## src/rtl/insn_fetch_pkg.sv

```systemverilog
// Shared fetch-stage definitions: instruction/memory widths, memory bound,
// reset PC and the depth of the decode-side skid buffer.
package insn_fetch_pkg;

   localparam int LEN_REG         = 32;
   localparam int MEM_INSN_ADDR   = 8;
   localparam int MEM_INSN_LEN    = 200;

   localparam int FETCH_RESET_PC  = 0;
   localparam int FETCH_BUF_DEPTH = 2;
   localparam int FETCH_CNT_W     = $clog2(FETCH_BUF_DEPTH + 1);
   localparam int FETCH_PTR_W     = $clog2(FETCH_BUF_DEPTH);

endpackage

```

## src/rtl/fetch_skid_fifo.sv

```systemverilog
// Small skid buffer between the instruction memory and decode. The head entry is
// always visible on head_data; flush empties it in one cycle and beats push/pop.
module fetch_skid_fifo
   import insn_fetch_pkg::*;
#(
   parameter int WIDTH = 40
) (
   input  logic                   clk,
   input  logic                   rst,
   input  logic                   push,
   input  logic [WIDTH-1:0]       push_data,
   input  logic                   pop,
   input  logic                   flush,
   output logic [WIDTH-1:0]       head_data,
   output logic [FETCH_CNT_W-1:0] count
);

   logic [WIDTH-1:0]       entries [FETCH_BUF_DEPTH];
   logic [FETCH_PTR_W-1:0] rd_ptr;
   logic [FETCH_PTR_W-1:0] wr_ptr;

   function automatic logic [FETCH_PTR_W-1:0] ptr_next(input logic [FETCH_PTR_W-1:0] p);
      return (p == FETCH_PTR_W'(FETCH_BUF_DEPTH - 1)) ? '0 : p + 1'b1;
   endfunction

   // Storage needs no reset: count alone decides which entries are meaningful.
   always_ff @(posedge clk) begin
      if (push) begin
         entries[wr_ptr] <= push_data;
      end
   end

   always_ff @(posedge clk) begin
      if (rst || flush) begin
         rd_ptr <= '0;
         wr_ptr <= '0;
         count  <= '0;
      end else begin
         if (push) begin
            wr_ptr <= ptr_next(wr_ptr);
         end
         if (pop) begin
            rd_ptr <= ptr_next(rd_ptr);
         end
         case ({push, pop})
            2'b10:   count <= count + 1'b1;
            2'b01:   count <= count - 1'b1;
            default: count <= count;
         endcase
      end
   end

   assign head_data = entries[rd_ptr];

endmodule

```

## src/rtl/insn_fetch.sv

```systemverilog
// PC and fetch stage in front of a synchronous instruction memory, feeding decode
// through a 2-entry skid buffer. FETCH_BOUND_EN enables the out-of-range fetch fault.
module insn_fetch #(
   parameter int                  MEM_ADDR = insn_fetch_pkg::MEM_INSN_ADDR,
   parameter int                  MEM_LEN  = insn_fetch_pkg::MEM_INSN_LEN,
   parameter int                  LEN_REG  = insn_fetch_pkg::LEN_REG,
   parameter logic [MEM_ADDR-1:0] RESET_PC = MEM_ADDR'(insn_fetch_pkg::FETCH_RESET_PC)
) (
   input  logic                clk,
   input  logic                rst,
   output logic [MEM_ADDR-1:0] mem_a,
   input  logic [LEN_REG-1:0]  mem_q,
   input  logic                redir_valid,
   input  logic [MEM_ADDR-1:0] redir_pc,
   output logic                out_valid,
   input  logic                out_ready,
   output logic [LEN_REG-1:0]  out_insn,
   output logic [MEM_ADDR-1:0] out_pc,
   output logic                fetch_fault
);
   import insn_fetch_pkg::*;

   localparam int ENTRY_W = LEN_REG + MEM_ADDR;

`ifdef FETCH_BOUND_EN
   localparam bit BOUND_EN = 1'b1;
`else
   localparam bit BOUND_EN = 1'b0;
`endif

   logic [MEM_ADDR-1:0]    pc;
   logic [MEM_ADDR-1:0]    inflight_pc;
   logic                   inflight;
   logic                   fault;
   logic [FETCH_CNT_W-1:0] count;
   logic [ENTRY_W-1:0]     head;
   logic                   pop;
   logic                   issue;
   logic                   has_credit;
   logic                   pc_oob;
   logic                   target_oob;

   assign out_valid = (count != '0);
   assign pop       = out_valid & out_ready;

   // Reserve a slot for every read in flight so a returning word always has room.
   assign has_credit = (int'(count) + int'(inflight) - int'(pop)) < FETCH_BUF_DEPTH;
   assign pc_oob     = BOUND_EN && (int'(pc) > MEM_LEN);
   assign target_oob = BOUND_EN && (int'(redir_pc) > MEM_LEN);
   assign issue      = !redir_valid && has_credit && !pc_oob;

   always_ff @(posedge clk) begin
      if (rst) begin
         pc          <= RESET_PC;
         inflight    <= 1'b0;
         inflight_pc <= RESET_PC;
         fault       <= 1'b0;
      end else begin
         inflight <= issue;
         if (issue) begin
            inflight_pc <= pc;
         end
         if (redir_valid) begin
            pc <= redir_pc;
         end else if (issue) begin
            pc <= pc + 1'b1;
         end
         if (redir_valid) begin
            fault <= target_oob;
         end else if (pc_oob) begin
            fault <= 1'b1;
         end
      end
   end

   // A redirect flushes the buffer, which also drops the word returning this cycle.
   fetch_skid_fifo #(
      .WIDTH(ENTRY_W)
   ) u_buf (
      .clk      (clk),
      .rst      (rst),
      .push     (inflight),
      .push_data({mem_q, inflight_pc}),
      .pop      (pop),
      .flush    (redir_valid),
      .head_data(head),
      .count    (count)
   );

   assign mem_a       = pc;
   assign out_insn    = head[ENTRY_W-1:MEM_ADDR];
   assign out_pc      = head[MEM_ADDR-1:0];
   assign fetch_fault = fault;

endmodule

```

## config.mk

```make
export PLATFORM = sky130hd
export DESIGN_NAME = insn_fetch
export DESIGN_NICKNAME = d
export VERILOG_FILES = /design/src/rtl/insn_fetch_pkg.sv /design/src/rtl/fetch_skid_fifo.sv /design/src/rtl/insn_fetch.sv
export SDC_FILE = /design/constraint.sdc
export NUM_CORES = 1
export LEC_CHECK = 0
export CAP_MARGIN = 15
export CORE_MARGIN = 10
export CORE_UTILIZATION = 40
export DETAILED_ROUTE_END_ITERATION = 8
export PLACE_DENSITY = 0.72
export SLEW_MARGIN = 20
export SYNTH_ARGS = -nofsm -noshare
export SYNTH_HDL_FRONTEND = slang
export SYNTH_SLANG_ARGS = --single-unit
```

## constraint.sdc

```tcl
create_clock -name clk -period 4.5 [get_ports clk]
set_clock_uncertainty 0.1 [all_clocks]
set_input_delay 1.35 -clock clk [delete_from_list [all_inputs] [get_ports clk]]
set_output_delay 1.35 -clock clk [all_outputs]
set_load 0.02 [all_outputs]
```

==> results of run 1 <==
## state kept, by name, summed over array words and instances, names as in the netlist, named ones only
register	flops
u_buf.rd_ptr	1
u_buf.entries	80
inflight_pc	8
u_buf.wr_ptr	1
mem_a	8
u_buf.count	2
inflight	1
## cell type report
type | instances | area, um^2
Tap cell | 133 | 166
Inverter | 7 | 26.3
Clock inverter | 7 | 103
Multi-Input combinational cell | 130 | 1040
Timing Repair Buffer | 94 | 936
Clock buffer | 9 | 124
Sequential cell | 102 | 2840
Fill cell | 839 | 4490
## layer usage
layer	track usage [%]	share of wire (%)
met5	0	0
met4	2.71	0.48
met3	3.52	6.4
met2	17.1	49
met1	13.8	44
## critical path, cell delays in order (launching register included)
cell and delay (ns):
dfxtp_2 0.57, buf_4 0.40, mux2_2 0.38, clkdlybuf4s50_1 0.58
## cells by family (layout without fill, tap and decap cells)
family | after synthesis | in the layout | share of synthesized area, %
other | 1 | 1 | 0.0946
adder cells (fa/ha/maj) | 2 | 2 | 0.821
flip-flops | 102 | 102 | 71.7
multiplexers | 41 | 41 | 11.6
XOR/XNOR | 10 | 10 | 2.59
AO/OA/AOI/OAI | 35 | 35 | 5.37
AND/OR/NAND/NOR | 41 | 41 | 5.46
buffers and inverters | 21 | 117 | 2.31
## cells in the mapped netlist, types with 2 or more instances
| cell type | count | area (um^2) |
|---|---|---|
| and3_1 | 2 | 12.5 |
| nor3_1 | 2 | 10.0 |
| xor2_1 | 2 | 17.5 |
| xnor2_1 | 6 | 52.6 |
| nand4_1 | 3 | 18.8 |
| or2_2 | 2 | 12.5 |
| dfxtp_1 | 22 | 440 |
| nand2_1 | 15 | 56.3 |
| edfxtp_1 | 80 | 2400 |
| inv_1 | 7 | 26.3 |
| and2_1 | 2 | 12.5 |
| nor2_1 | 5 | 18.8 |
| nor2b_1 | 3 | 18.8 |
| o21a_1 | 5 | 37.5 |
| buf_1 | 3 | 11.3 |
| o21ai_0 | 10 | 50.1 |
| a21oi_1 | 14 | 70.1 |
| mux2_2 | 40 | 450 |
| clkbuf_1 | 8 | 30.0 |
## power groups by stage
stage / sequential, W / clock, W / combinational, W
final: 0.00106 / 0.000632 / 0.000181
after detailed placement: 0.00109 / 0 / 0.000183
after global placement: 0.00108 / 0 / 0.000180
after floorplan: 0.00109 / 0 / 0.0000804
after CTS: 0.00106 / 0.000650 / 0.000184
after global routing: 0.00107 / 0.000683 / 0.000194
## stage by stage
step / power (W) / instances / hold slack [ns] / util, % / area (um^2)
6_report: 0.00188 / 482 / 0.366 / 53.8 / 5240
3_5_place_dp: 0.00127 / 466 / 0.340 / 51.5 / 5010
5_1_grt: 0.00194 / 482 / 0.387 / 53.8 / 5240
4_1_cts: 0.00190 / 482 / 0.364 / 53.8 / 5240
2_1_floorplan: 0.00117 / 253 / 0.319 / - / 3960
3_3_place_gp: 0.00126 / 466 / 0.329 / 51.5 / 5010
## cell usage in the layout, fill, tap and decap left out, types with 3 or more instances in the layout
| master | Yosys | final |
|---|---|---|
| nand4_1 | 3 | 3 |
| nand2_1 | 15 | 15 |
| a21oi_1 | 14 | 14 |
| o21ai_0 | 10 | 10 |
| clkbuf_8 | 0 | 9 |
| clkdlybuf4s50_1 | 0 | 92 |
| xnor2_1 | 6 | 6 |
| inv_1 | 7 | 7 |
| mux2_2 | 40 | 40 |
| dfxtp_1 | 22 | 21 |
| o21a_1 | 5 | 5 |
| inv_6 | 0 | 3 |
| edfxtp_1 | 80 | 80 |
| nor2_1 | 5 | 5 |
## final timing paths
| check | startpoint | depth (start not counted) | slack (ns) | to |
|---|---|---|---|---|
| max | flop | 3 | 0.75 | out_pc[2] |
| min | inflight_pc[2] | 0 | 0.37 | u_buf.entries[0][2] |
| max reg2reg | u_buf.count[1] | 8 | 1.79 | mem_a[1] |
| min reg2reg | inflight_pc[2] | 0 | 0.37 | u_buf.entries[0][2] |
==> results.py, run 1 <==
metrics = {
    "sta": {
        "worst_pin_slew_ns": 0.987,
        "min_period_ns": 3.75,
        "max_freq_mhz": 267,
        "slew_violations": 0,
        "tns_ns": 0,
        "rsz0062_at_grt": "no",
        "setup_violations": 0,
        "fin_ws_ns": 0.753,
        "min_period_over_period_pct": 83.3,
        "slew_headroom_pct": 34.2,
        "hold_violations": 0,
    },
    "yosys": {
        "ys_ff_latch": 102,
        "syn_nets": 299,
        "seq_area_frac_synth_pct": 71.7,
        "yosys_warnings": 0,
        "synth-async-reset-ratio_pct": 0,
        "netlist_instances": 253,
        "syn_area_mm2": 0.00396,
        "synth_cell_type_count": 41,
        "synth.avg_cell_area_um2": 15.7,
        "ys.flop_type": "edfxtp_1",
        "synth_edf_count": 80,
    },
    "worst_setup_path": {
        "worstSetupPathType": "reg -> out",
        "start_kind": "flop",
        "cp.required_ns": 3.05,
        "end_kind": "primary output",
        "cp_data_arrival_time_ns": 2.30,
        "cp_max_fo": 26,
    },
    "pwr": {
        "pwr-share-comb_pct": 9.7,
        "ir_worst_vdd_mv": 0.204,
        "p_per_area_mw_per_mm2": 358,
        "p_int_w": 0.00146,
        "pwr-share-clk_pct": 33.7,
        "leakagePower_nw": 1.77,
        "pwr-share-seq_pct": 56.7,
        "swShare_pct": 22.0,
        "p_sw_w": 0.000412,
    },
    "clocking": {
        "ctsResizeCount": 0,
        "cts_tree": "built",
        "clock_path_buffers": 2,
        "clock-sinks": 102,
        "numCtsBuffers": 9,
        "cts_setup_buffers": 0,
        "cts_root_buf": "clkbuf_8",
        "cts_hold_repair.buffers": 0,
        "clock_latency_ns": 0.35,
        "path_clk_slew_ns": 0.10,
        "h-tree-depth": 3,
    },
    "floorplanning": {
        "die_area_mm2": 0.0143,
        "row_count": 36,
        "ios": 94,
        "start_util_pct": 40.7,
        "die_height_um": 120,
        "die_w_um": 120,
        "core-area_mm2": 0.00973,
    },
    "drt": {
        "viasPerCell": 4.78,
        "ant_nets": 0,
        "wirelength_mm": 7.88,
        "first_iter_violations": 155,
        "drc": 0,
        "wl_per_cell_um": 16.3,
        "drt-pass1-iter-count": 4,
        "vias": 2304,
    },
    "run_status": {
        "outcome": "completed",
    },
    "place": {
        "io_buffers": 92,
        "dpl.hpwl_mm": 5.46,
        "place_ws_ns": 0.485,
        "gp_congestion": 0.779,
    },
    "global_route": {
        "grt_use_total_pct": 10.7,
        "antenna_found_initial": 0,
        "grt_pass1_wl_mm": 12.3,
        "grt_max_degree": 41,
        "grt_overflow_total": 0,
        "first_global_vias": 2320,
    },
    "final_layout": {
        "syn2layout_area_growth_pct": 32.1,
        "antennaDiodeCount": 0,
        "drive_gt1_share_pct": 20.1,
        "fin_nets": 390,
    },
    "run": {
        "cap_violations": 0,
    },
    "hold_path": {
        "hp-class": "reg -> reg",
    },
}
Power figures use the tool's default switching activity.
==> inputs of run 2 (changes only) <==
--- a/config.mk
+++ b/config.mk
@@ -9,7 +9,7 @@
 export CORE_MARGIN = 10
 export CORE_UTILIZATION = 40
 export DETAILED_ROUTE_END_ITERATION = 8
-export PLACE_DENSITY = 0.72
+export PLACE_DENSITY = 0.75
 export SLEW_MARGIN = 20
 export SYNTH_ARGS = -nofsm -noshare
 export SYNTH_HDL_FRONTEND = slang
==> constraint.sdc (replaced) <==
create_clock -name clk -period 3.4 [get_ports clk]
set_clock_uncertainty 0.1 [all_clocks]
set_input_delay 1.02 -clock clk [delete_from_list [all_inputs] [get_ports clk]]
set_output_delay 1.02 -clock clk [all_outputs]
set_load 0.02 [all_outputs]
==> run 2 against run 1 <==
Net effect: register-to-register slack lost 0.98 ns; worst hold slack lost 0.0051 ns; worst setup slack lost 0.53 ns; final area grew 0.93%; non-clock buffer count grew 8; critical path depth grew 7; global-route usage grew 0.46 points; count of clock-buffer cells in the layout grew 2; clock power grew 18%.
==> results.py, run 2 (synthesized netlist as in run 1, its figures left out) <==
metrics = {
    "worst_setup_path": {
        "slowest_delay_ns": 0.51,
        "end_kind": "flop",
        "cp.required_ns": 3.55,
        "worstSetupPathType": "in -> reg",
        "start_kind": "input port",
        "path_cells": "clkdlybuf4s50_1, nand2_1, mux2i_1, nand2_1, fa_1, xnor2_2, nand2_1, buf_4, xnor2_1, o21a_1",
        "cp_max_fo": 5,
        "cp_data_arrival_time_ns": 3.33,
        "crit_top_cell": "nand2_1",
        "cp_slowest_cell": "clkdlybuf4s50_1",
    },
    "final_layout": {
        "antennaDiodeCount": 0,
        "fin_nets": 398,
        "drive_gt1_share_pct": 21.8,
        "largest_reg_flops": 80,
        "layout.cells.most_common": "clkdlybuf4s50_1",
        "layout_common_cells": "clkdlybuf4s50_1 (92), edfxtp_1 (80), mux2_2 (40), dfxtp_1 (21), nand2_1 (15)",
        "largest_register": "u_buf.entries",
        "syn2layout_area_growth_pct": 33.4,
    },
    "drt": {
        "drt-pass1-iter-count": 4,
        "vias": 2340,
        "viasPerCell": 4.78,
        "drc": 0,
        "wirelength_mm": 7.89,
        "wl_per_cell_um": 16.1,
        "ant_nets": 0,
        "first_iter_violations": 139,
    },
    "pwr": {
        "pwr-share-seq_pct": 58.8,
        "pwr-share-clk_pct": 31.0,
        "p_per_area_mw_per_mm2": 453,
        "swShare_pct": 22.7,
        "p_int_w": 0.00185,
        "p_sw_w": 0.000542,
        "finalPower_w": 0.00239,
        "pwr-share-comb_pct": 10.2,
        "ir_worst_vdd_mv": 0.256,
        "leakagePower_nw": 1.80,
    },
    "clocking": {
        "clock_path_buffers": 2,
        "clock-sinks": 102,
        "h-tree-depth": 3,
        "cts_root_buf": "clkbuf_8",
        "cts_tree": "built",
        "ctsResizeCount": 0,
        "cts_setup_buffers": 0,
        "numCtsBuffers": 9,
        "clock_latency_ns": 0.35,
        "cts_hold_repair.buffers": 0,
        "path_clk_slew_ns": 0.10,
    },
    "run_status": {
        "outcome": "completed",
    },
    "sta": {
        "slew_headroom_pct": 33.2,
        "fin_ws_ns": 0.227,
        "worst_pin_slew_ns": 1.00,
        "tns_ns": 0,
        "min_period_ns": 3.17,
        "rsz0062_at_grt": "no",
        "slew_violations": 0,
        "max_freq_mhz": 315,
        "hold_violations": 0,
        "setup_violations": 0,
        "min_period_over_period_pct": 93.3,
    },
    "floorplanning": {
        "die_height_um": 120,
        "die_w_um": 120,
        "core-area_mm2": 0.00973,
        "start_util_pct": 40.7,
        "ios": 94,
        "die_area_mm2": 0.0143,
        "row_count": 36,
    },
    "global_route": {
        "grt_max_degree": 41,
        "first_global_vias": 2489,
        "antenna_found_initial": 0,
        "grt_overflow_total": 0,
        "grt_pass1_wl_mm": 12.8,
        "grt_use_total_pct": 11.2,
    },
    "place": {
        "place_ws_ns": -0.154,
        "io_buffers": 92,
        "dpl.hpwl_mm": 5.55,
        "gp_congestion": 0.783,
    },
    "run": {
        "cap_violations": 0,
    },
    "hold_path": {
        "hp-class": "reg -> reg",
    },
}
run 2: cell count changes in the layout (fill, tap and decap cells not counted), sizes merged:
cell,delta
clkbuf,+2
clkinv,+1
bufinv,-2
buf,+8
clkinvlp,-1
run 2: layer usage:
layer	share of wire (%)	vias up	track usage, %
met4	0.39	0	2.49
li1	-	1128	-
met5	0	-	0
met2	48	72	17.6
met3	7.0	4	4.45
met1	45	1136	14.3
run 2: power groups by stage:
| stage | Combinational [W] | Sequential [W] | Clock, W |
|---|---|---|---|
| finish | 0.000244 | 0.00141 | 0.000743 |
| global route | 0.000263 | 0.00141 | 0.000822 |
| CTS | 0.000247 | 0.00141 | 0.000771 |
| detailed placement | 0.000246 | 0.00144 | 0 |
| global placement | 0.000242 | 0.00143 | 0 |
| floorplan | 0.000106 | 0.00144 | 0 |
run 2: layout make-up:
class | count | area (um^2)
repair buffers | 102 | 1010
inverters | 7 | 26.3
fillers | 824 | 4440
clock inverters | 5 | 46.3
well taps | 133 | 166
clock buffers | 11 | 156
flip-flops and latches | 102 | 2840
multi-input cells | 130 | 1040
run 2: per-stage QoR:
stage          cells  instance area, um^2  hold WS, ns  utilization [%]
6_report         490                 5290        0.361             54.3
5_1_grt          490                 5290        0.378             54.3
3_5_place_dp     474                 5080        0.345             52.2
2_1_floorplan    253                 3960        0.319                -
4_1_cts          490                 5290        0.361             54.3
3_3_place_gp     474                 5080        0.332             52.2
run 2: path summary, 6_finish.rpt:
kind	start	endpoint	slack (ns)	cells past startpoint
max	out_ready	mem_a[0]	0.23	10
min	inflight_pc[6]	u_buf.entries[0][6]	0.36	0
max reg2reg	u_buf.count[1]	mem_a[0]	0.81	9
min reg2reg	inflight_pc[6]	u_buf.entries[0][6]	0.36	0
run 2: worst max-delay path: cells and delay by family:
family | cells | cell delay, ns
buf+inv | 2 | 0.68
mux | 1 | 0.24
simple gates | 3 | 0.36
compound gates | 1 | 0.17
xor+xnor | 2 | 0.38
fa+ha+maj | 1 | 0.49
